==> src/rtl/uart_pkg.sv <==
// Shared types and constants for the UART command path: assembler states,
// the frame-start marker and the baud timing from which the inter-byte
// timeout is derived.
package uart_pkg;

  typedef enum logic [2:0] {
    HUNT,
    OPC,
    DHI,
    DLO,
    CHK
  } asm_state_t;

  localparam logic [7:0] SYNC_BYTE_DEF = 8'hA5;

  // 19200 baud from a 50 MHz clock: clocks per full bit and per half bit.
  localparam logic [11:0] BAUD_FULL_BIT = 12'hA2C;
  localparam logic [11:0] BAUD_HALF_BIT = 12'h516;

  // Start + 8 data + stop bits make one byte time on the wire.
  localparam int BITS_PER_FRAME  = 10;
  localparam int BYTE_CYC        = BITS_PER_FRAME * int'(BAUD_FULL_BIT);

  // A frame is abandoned after four byte times of silence between bytes.
  localparam int TIMEOUT_BYTES   = 4;
  localparam int TIMEOUT_CYC_DEF = TIMEOUT_BYTES * BYTE_CYC;

  // Frame body is good when opcode, both data bytes and checksum sum to zero mod 256.
  function automatic logic frame_sum_ok(input logic [7:0] opc,
                                        input logic [7:0] dhi,
                                        input logic [7:0] dlo,
                                        input logic [7:0] chk);
    logic [7:0] sum;
    sum = opc + dhi + dlo + chk;
    return (sum == 8'h00);
  endfunction

endpackage

==> src/rtl/uart_frame_timer.sv <==
// Inter-byte watchdog: counts idle clocks while enabled and flags when the
// count has reached LIMIT-1. The owner clears it on every accepted byte.
module uart_frame_timer #(
  parameter int LIMIT = 104160,
  parameter int W     = $clog2(LIMIT)
) (
  input  logic clk,
  input  logic rst,
  input  logic clr,
  input  logic en,
  output logic expire
);

  localparam logic [W-1:0] LAST = W'(LIMIT - 1);

  logic [W-1:0] count_q;
  logic [W-1:0] count_d;

  // Next count: clear has priority, otherwise advance while enabled.
  always_comb begin
    count_d = count_q;
    if (clr) begin
      count_d = '0;
    end else if (en) begin
      count_d = count_q + W'(1);
    end
  end

  // Counter register.
  always_ff @(posedge clk or posedge rst) begin
    if (rst) begin
      count_q <= '0;
    end else begin
      count_q <= count_d;
    end
  end

  assign expire = (count_q == LAST);

endmodule

==> src/rtl/uart_cmd_assembler.sv <==
// Collects sync + opcode + data_hi + data_lo + checksum from the UART
// receiver and publishes good frames as a sticky 24-bit command.
module uart_cmd_assembler
  import uart_pkg::*;
#(
  parameter logic [7:0] SYNC_BYTE   = SYNC_BYTE_DEF,
  parameter int         TIMEOUT_CYC = TIMEOUT_CYC_DEF
) (
  input  logic        clk,
  input  logic        rst,
  input  logic [7:0]  rx_data,
  input  logic        rdy,
  output logic        clr_rdy,
  output logic [7:0]  cmd,
  output logic [15:0] data,
  output logic        cmd_rdy,
  input  logic        clr_cmd_rdy,
  output logic        cksum_err,
  output logic        timeout_err,
  output logic        overrun
);

  localparam int TO_W = $clog2(TIMEOUT_CYC);

  asm_state_t  state_q, state_d;
  logic        clr_rdy_q, clr_rdy_d;
  logic [7:0]  opc_q, opc_d;
  logic [7:0]  dhi_q, dhi_d;
  logic [7:0]  dlo_q, dlo_d;
  logic [7:0]  cmd_q, cmd_d;
  logic [15:0] data_q, data_d;
  logic        cmd_rdy_q, cmd_rdy_d;
  logic        cksum_err_q, cksum_err_d;
  logic        timeout_err_q, timeout_err_d;
  logic        overrun_q, overrun_d;

  logic take;
  logic in_frame;
  logic expire;
  logic timeout;

  // rdy stays high for one cycle after clr_rdy, so masking with our own
  // pulse gives exactly one take per received byte.
  assign take     = rdy & ~clr_rdy_q;
  assign in_frame = (state_q != HUNT);
  // A byte landing on the limit cycle still counts, so take beats timeout.
  assign timeout  = expire & in_frame & ~take;

  uart_frame_timer #(
    .LIMIT (TIMEOUT_CYC),
    .W     (TO_W)
  ) u_timer (
    .clk    (clk),
    .rst    (rst),
    .clr    (take | ~in_frame | timeout),
    .en     (in_frame),
    .expire (expire)
  );

  // Frame FSM, byte capture and result/flag computation.
  always_comb begin
    state_d       = state_q;
    clr_rdy_d     = take;
    opc_d         = opc_q;
    dhi_d         = dhi_q;
    dlo_d         = dlo_q;
    cmd_d         = cmd_q;
    data_d        = data_q;
    cmd_rdy_d     = cmd_rdy_q & ~clr_cmd_rdy;
    cksum_err_d   = 1'b0;
    timeout_err_d = 1'b0;
    overrun_d     = 1'b0;

    if (timeout) begin
      state_d       = HUNT;
      timeout_err_d = 1'b1;
    end else if (take) begin
      case (state_q)
        HUNT: begin
          if (rx_data == SYNC_BYTE) begin
            state_d = OPC;
          end
        end
        OPC: begin
          opc_d   = rx_data;
          state_d = DHI;
        end
        DHI: begin
          dhi_d   = rx_data;
          state_d = DLO;
        end
        DLO: begin
          dlo_d   = rx_data;
          state_d = CHK;
        end
        CHK: begin
          if (frame_sum_ok(opc_q, dhi_q, dlo_q, rx_data)) begin
            cmd_d     = opc_q;
            data_d    = {dhi_q, dlo_q};
            cmd_rdy_d = 1'b1;
            overrun_d = cmd_rdy_q;
          end else begin
            cksum_err_d = 1'b1;
          end
          state_d = HUNT;
        end
        default: begin
          state_d = HUNT;
        end
      endcase
    end
  end

  // State, capture and output registers.
  always_ff @(posedge clk or posedge rst) begin
    if (rst) begin
      state_q       <= HUNT;
      clr_rdy_q     <= 1'b0;
      opc_q         <= '0;
      dhi_q         <= '0;
      dlo_q         <= '0;
      cmd_q         <= '0;
      data_q        <= '0;
      cmd_rdy_q     <= 1'b0;
      cksum_err_q   <= 1'b0;
      timeout_err_q <= 1'b0;
      overrun_q     <= 1'b0;
    end else begin
      state_q       <= state_d;
      clr_rdy_q     <= clr_rdy_d;
      opc_q         <= opc_d;
      dhi_q         <= dhi_d;
      dlo_q         <= dlo_d;
      cmd_q         <= cmd_d;
      data_q        <= data_d;
      cmd_rdy_q     <= cmd_rdy_d;
      cksum_err_q   <= cksum_err_d;
      timeout_err_q <= timeout_err_d;
      overrun_q     <= overrun_d;
    end
  end

  assign clr_rdy     = clr_rdy_q;
  assign cmd         = cmd_q;
  assign data        = data_q;
  assign cmd_rdy     = cmd_rdy_q;
  assign cksum_err   = cksum_err_q;
  assign timeout_err = timeout_err_q;
  assign overrun     = overrun_q;

endmodule

==> config.mk <==
export PLATFORM = sky130hd
export DESIGN_NAME = uart_cmd_assembler
export DESIGN_NICKNAME = d
export VERILOG_FILES = /design/src/rtl/uart_pkg.sv /design/src/rtl/uart_frame_timer.sv /design/src/rtl/uart_cmd_assembler.sv
export SDC_FILE = /design/constraint.sdc
export NUM_CORES = 1
export LEC_CHECK = 0
export ABC_AREA = 1
export CAP_MARGIN = 15
export CORE_UTILIZATION = 50
export CTS_BUF_LIST = sky130_fd_sc_hd__clkbuf_4
export CTS_CLUSTER_DIAMETER = 120
export CTS_CLUSTER_SIZE = 40
export DETAILED_ROUTE_END_ITERATION = 10
export PLACE_DENSITY = 0.71
export SYNTH_ARGS = -nofsm -noshare
export SYNTH_HDL_FRONTEND = slang
export SYNTH_SLANG_ARGS = --single-unit
==> constraint.sdc <==
create_clock -name clk -period 6.41 [get_ports clk]
set_clock_uncertainty 0.05 [all_clocks]
set_input_delay 1.923 -clock clk [delete_from_list [all_inputs] [get_ports clk]]
set_output_delay 1.923 -clock clk [all_outputs]
set_load 0.05 [all_outputs]
==> results.toml <==
[final_layout]
final_area_um2 = 4410
fill_cells = 688
areaGrowthSynthToFinish_pct = 16.7
nets = 506
diodes = 0
final_layout_size_suffix_gt1_share_pct = 6.08

[timing]
fin_crit_ns = 5.30
setup_viol = 0
slew_headroom_pct = 53.1
rsz0062_at_grt = "false"
slew_viol_final = 0
fmax_mhz = 189
hold_viol = 0
worst_pin_slew_ns = 0.702
timing.final.crit_share_pct = 82.7
fin_setup_tns_ns = 0

[cts]
cts_hold_buf = 0
clk_latency_ns = 0.42
cts_root_buffer = "clkbuf_4"
numClockSinks = 73
post_cts_resized = 0
cts_tree = "built"
numCtsBuffers = 9
path_clk_slew_ns = 0.11
htreeDepth = 3
post_cts_buffers = 0
clockBufferDepth = 2

[routing]
viasPerCell = 5.20
drtAntennaViolNets = 0
avgRoutedWirePerCell_um = 13.8
routed_wl_um = 7920
dr_total_vias = 2993
drt_iter0_drc = 199
firstDrtPassIters = 4
drc = 0

[synth]
ys_warn_count = 0
post_synth.cell_area_avg_um2 = 8.76
synth_cell_types = 30
netlist_area_um2 = 3780
synth_nets = 465
ys_seq_area_share_pct = 48.4
syn_inst = 431
ys_ff_latch = 73

[worst_setup_path]
crit_chain = "clkdlybuf4s50_1 -> fa_1 -> fa_1 -> ha_1 -> inv_1 -> fa_1 -> xor2_1 -> nand3_1 -> nor2_1 -> nand3_2 -> nor2_8 -> nand3_4 -> nand2_1 -> nand2_1"
required_ns = 6.66
path_class = "in2reg"
slowest_delay_ns = 0.53
worst-path-max-fanout = 26
slowest_stage = "fa_1"
arrival_ns = 5.55
crit_top_cell = "fa_1"
end_kind = "register"
cp-start-kind = "input port"

[floorplan]
fp.coreArea_um2 = 7290
dieWidth_um = 88.9
dieArea_um2 = 7910
start_util_pct = 51.8
rows = 31
die_h_um = 88.9
boundaryPins = 41

[global_routing]
grt_pass1_vias = 2856
grt_pass1_wl_um = 13400
grt_usage_pct = 22.7
antenna_found_initial = 0
overflow = 0
grt_max_degree = 43

[power]
p_clk_share_pct = 14.7
p_switching_w = 0.00109
power_frac_comb_pct = 56.2
power.share.switching_pct = 48.9
seq_power_share_pct = 29.1
p_per_area_nw_per_um2 = 504
p_leak_nw = 2.15
peakVddDrop_v = 0.000351
internal-power_w = 0.00114

[placed_design]
port_buffers = 40
place_area_um2 = 4250
place.gp.congestion = 0.860
dp.final_hpwl_um = 5900

[job]
maxCapViolCount = 0

[run_status]
outcome = "finished, final reports clean"

[min_path]
min_path_type = "reg2reg"
-- through the flow --
step / hold WS, ns / utilization [%] / setup slack [ns] / std cells / total power [W]
3_3_place_gp: 0.392 / 58.2 / 0.811 / 560 / 0.00185
5_1_grt: 0.444 / 60.4 / 0.858 / 576 / 0.00242
2_1_floorplan: 0.374 / - / 1.69 / 431 / 0.00161
3_5_place_dp: 0.409 / 58.2 / 0.663 / 560 / 0.00189
6_report: 0.418 / 60.4 / 1.11 / 576 / 0.00222
4_1_cts: 0.427 / 60.4 / 1.12 / 576 / 0.00222
-- path summary, 6_finish.rpt --
kind	end	slack, ns	startpoint	cells after the start
worst min-delay path	u_timer.count_q[0]	0.42	u_timer.count_q[0]	1
worst min register to register	u_timer.count_q[0]	0.42	u_timer.count_q[0]	1
min in group asynchronous	data[6]	1.86	rst	2
worst max-delay path	data[15]	1.11	rx_data[1]	14
max in group asynchronous	dlo_q[6]	3.46	rst	3
worst max register to register	data[15]	2.71	opc_q[1]	13
-- flip-flops by register name, indices dropped and copies added (netlist names) --
register and count:
cksum_err 1, clr_rdy 1, cmd 8, cmd_rdy 1
data 16, dhi_q 8, dlo_q 8, opc_q 8
overrun 1, state_q 3, timeout_err 1, u_timer.count_q 17
-- placed cells by master (no fill, tap or decap) --
cell type        instances
nand2_1                130
dfrtp_1                 73
inv_1                   43
clkdlybuf4s50_1         40
nand4_1                 36
nor2_1                  31
o21ai_0                 26
nand3_1                 14
fa_1                    14
nor3_1                   9
clkbuf_4                 9
ha_1                     8
xor2_1                   6
nand3b_1                 4
inv_2                    4
a21oi_1                  4
nor2_2                   3
xnor2_1                  3
nor3b_1                  2
clkinvlp_4               2
bufinv_16                2
clkinv_2                 2
buf_4                    2
nand3_2                  1
nor2_8                   1
clkinv_1                 1
nand3_4                  1
o211ai_1                 1
and3_1                   1
a31o_2                   1
o21ai_1                  1
a21o_1                   1
inv_6                    1
-- logic make-up (layout without fill, tap and decap cells) --
logic type	count (synthesis)	in the layout	synth area share [%]
AO/OA/AOI/OAI	34	34	4.74
flip-flops	73	73	48.4
XOR/XNOR	9	9	2.09
buffers and inverters	60	106	6.62
AND/OR/NAND/NOR	233	233	28.1
adder cells (fa/ha/maj)	22	22	10.1
-- synth_stat cells --
cell type | n | area share, %
nor2_2 | 3 | 0.50
and3_1 | 1 | 0.17
ha_1 | 8 | 2.6
fa_1 | 14 | 7.4
nand4_1 | 36 | 6.0
nand3_4 | 1 | 0.46
nor3_1 | 9 | 1.2
clkinv_1 | 1 | 0.099
nor2_8 | 1 | 0.53
nand3_1 | 14 | 1.9
nand2_1 | 130 | 13
o21ai_1 | 1 | 0.13
nand3_2 | 1 | 0.26
buf_6 | 2 | 0.60
inv_2 | 3 | 0.30
dfrtp_1 | 73 | 48
a21oi_1 | 4 | 0.53
a21o_1 | 1 | 0.20
xor2_1 | 6 | 1.4
buf_2 | 2 | 0.26
clkbuf_1 | 6 | 0.60
xnor2_1 | 3 | 0.70
o21ai_0 | 26 | 3.4
nand3b_1 | 4 | 0.79
nor3b_1 | 2 | 0.40
o211ai_1 | 1 | 0.20
buf_4 | 2 | 0.40
a31o_2 | 1 | 0.23
inv_1 | 44 | 4.4
nor2_1 | 31 | 3.1
-- power by group through the flow --
stage	clock, W	sequential [W]	combinational [W]
floorplan	0	0.000637	0.000977
global placement	0	0.000656	0.00119
detailed placement	0	0.000656	0.00123
CTS	0.000334	0.000647	0.00124
global route	0.000356	0.000661	0.00140
finish	0.000327	0.000647	0.00125
-- area by class of cell --
class                           count  area, um^2  share of cell area (%)
Sequential cell                    73        1830                    41.4
Multi-Input combinational cell    298        1700                    38.6
Timing Repair Buffer               42         415                    9.42
Clock inverter                      7        93.8                    2.13
Tap cell                           99         124                    2.81
Clock buffer                        9        67.6                    1.53
Inverter                           48         180                    4.09
-- worst max-delay path, delay by kind of cell --
family / cells / cell delay [ns]
xor+xnor: 1 / 0.16
buf+inv: 2 / 0.55
fa+ha+maj: 4 / 1.67
simple gates: 7 / 1.24
-- layer usage --
metal / track usage [%] / up-vias / wire length, um
li1: - / 1486 / -
met1: 31.5 / 1426 / 3700
met2: 35.6 / 70 / 3740
met3: 4.06 / 11 / 361
met4: 9.38 / 0 / 119
met5: 0 / - / 0
Note: power is estimated with default switching activity, not from simulation.
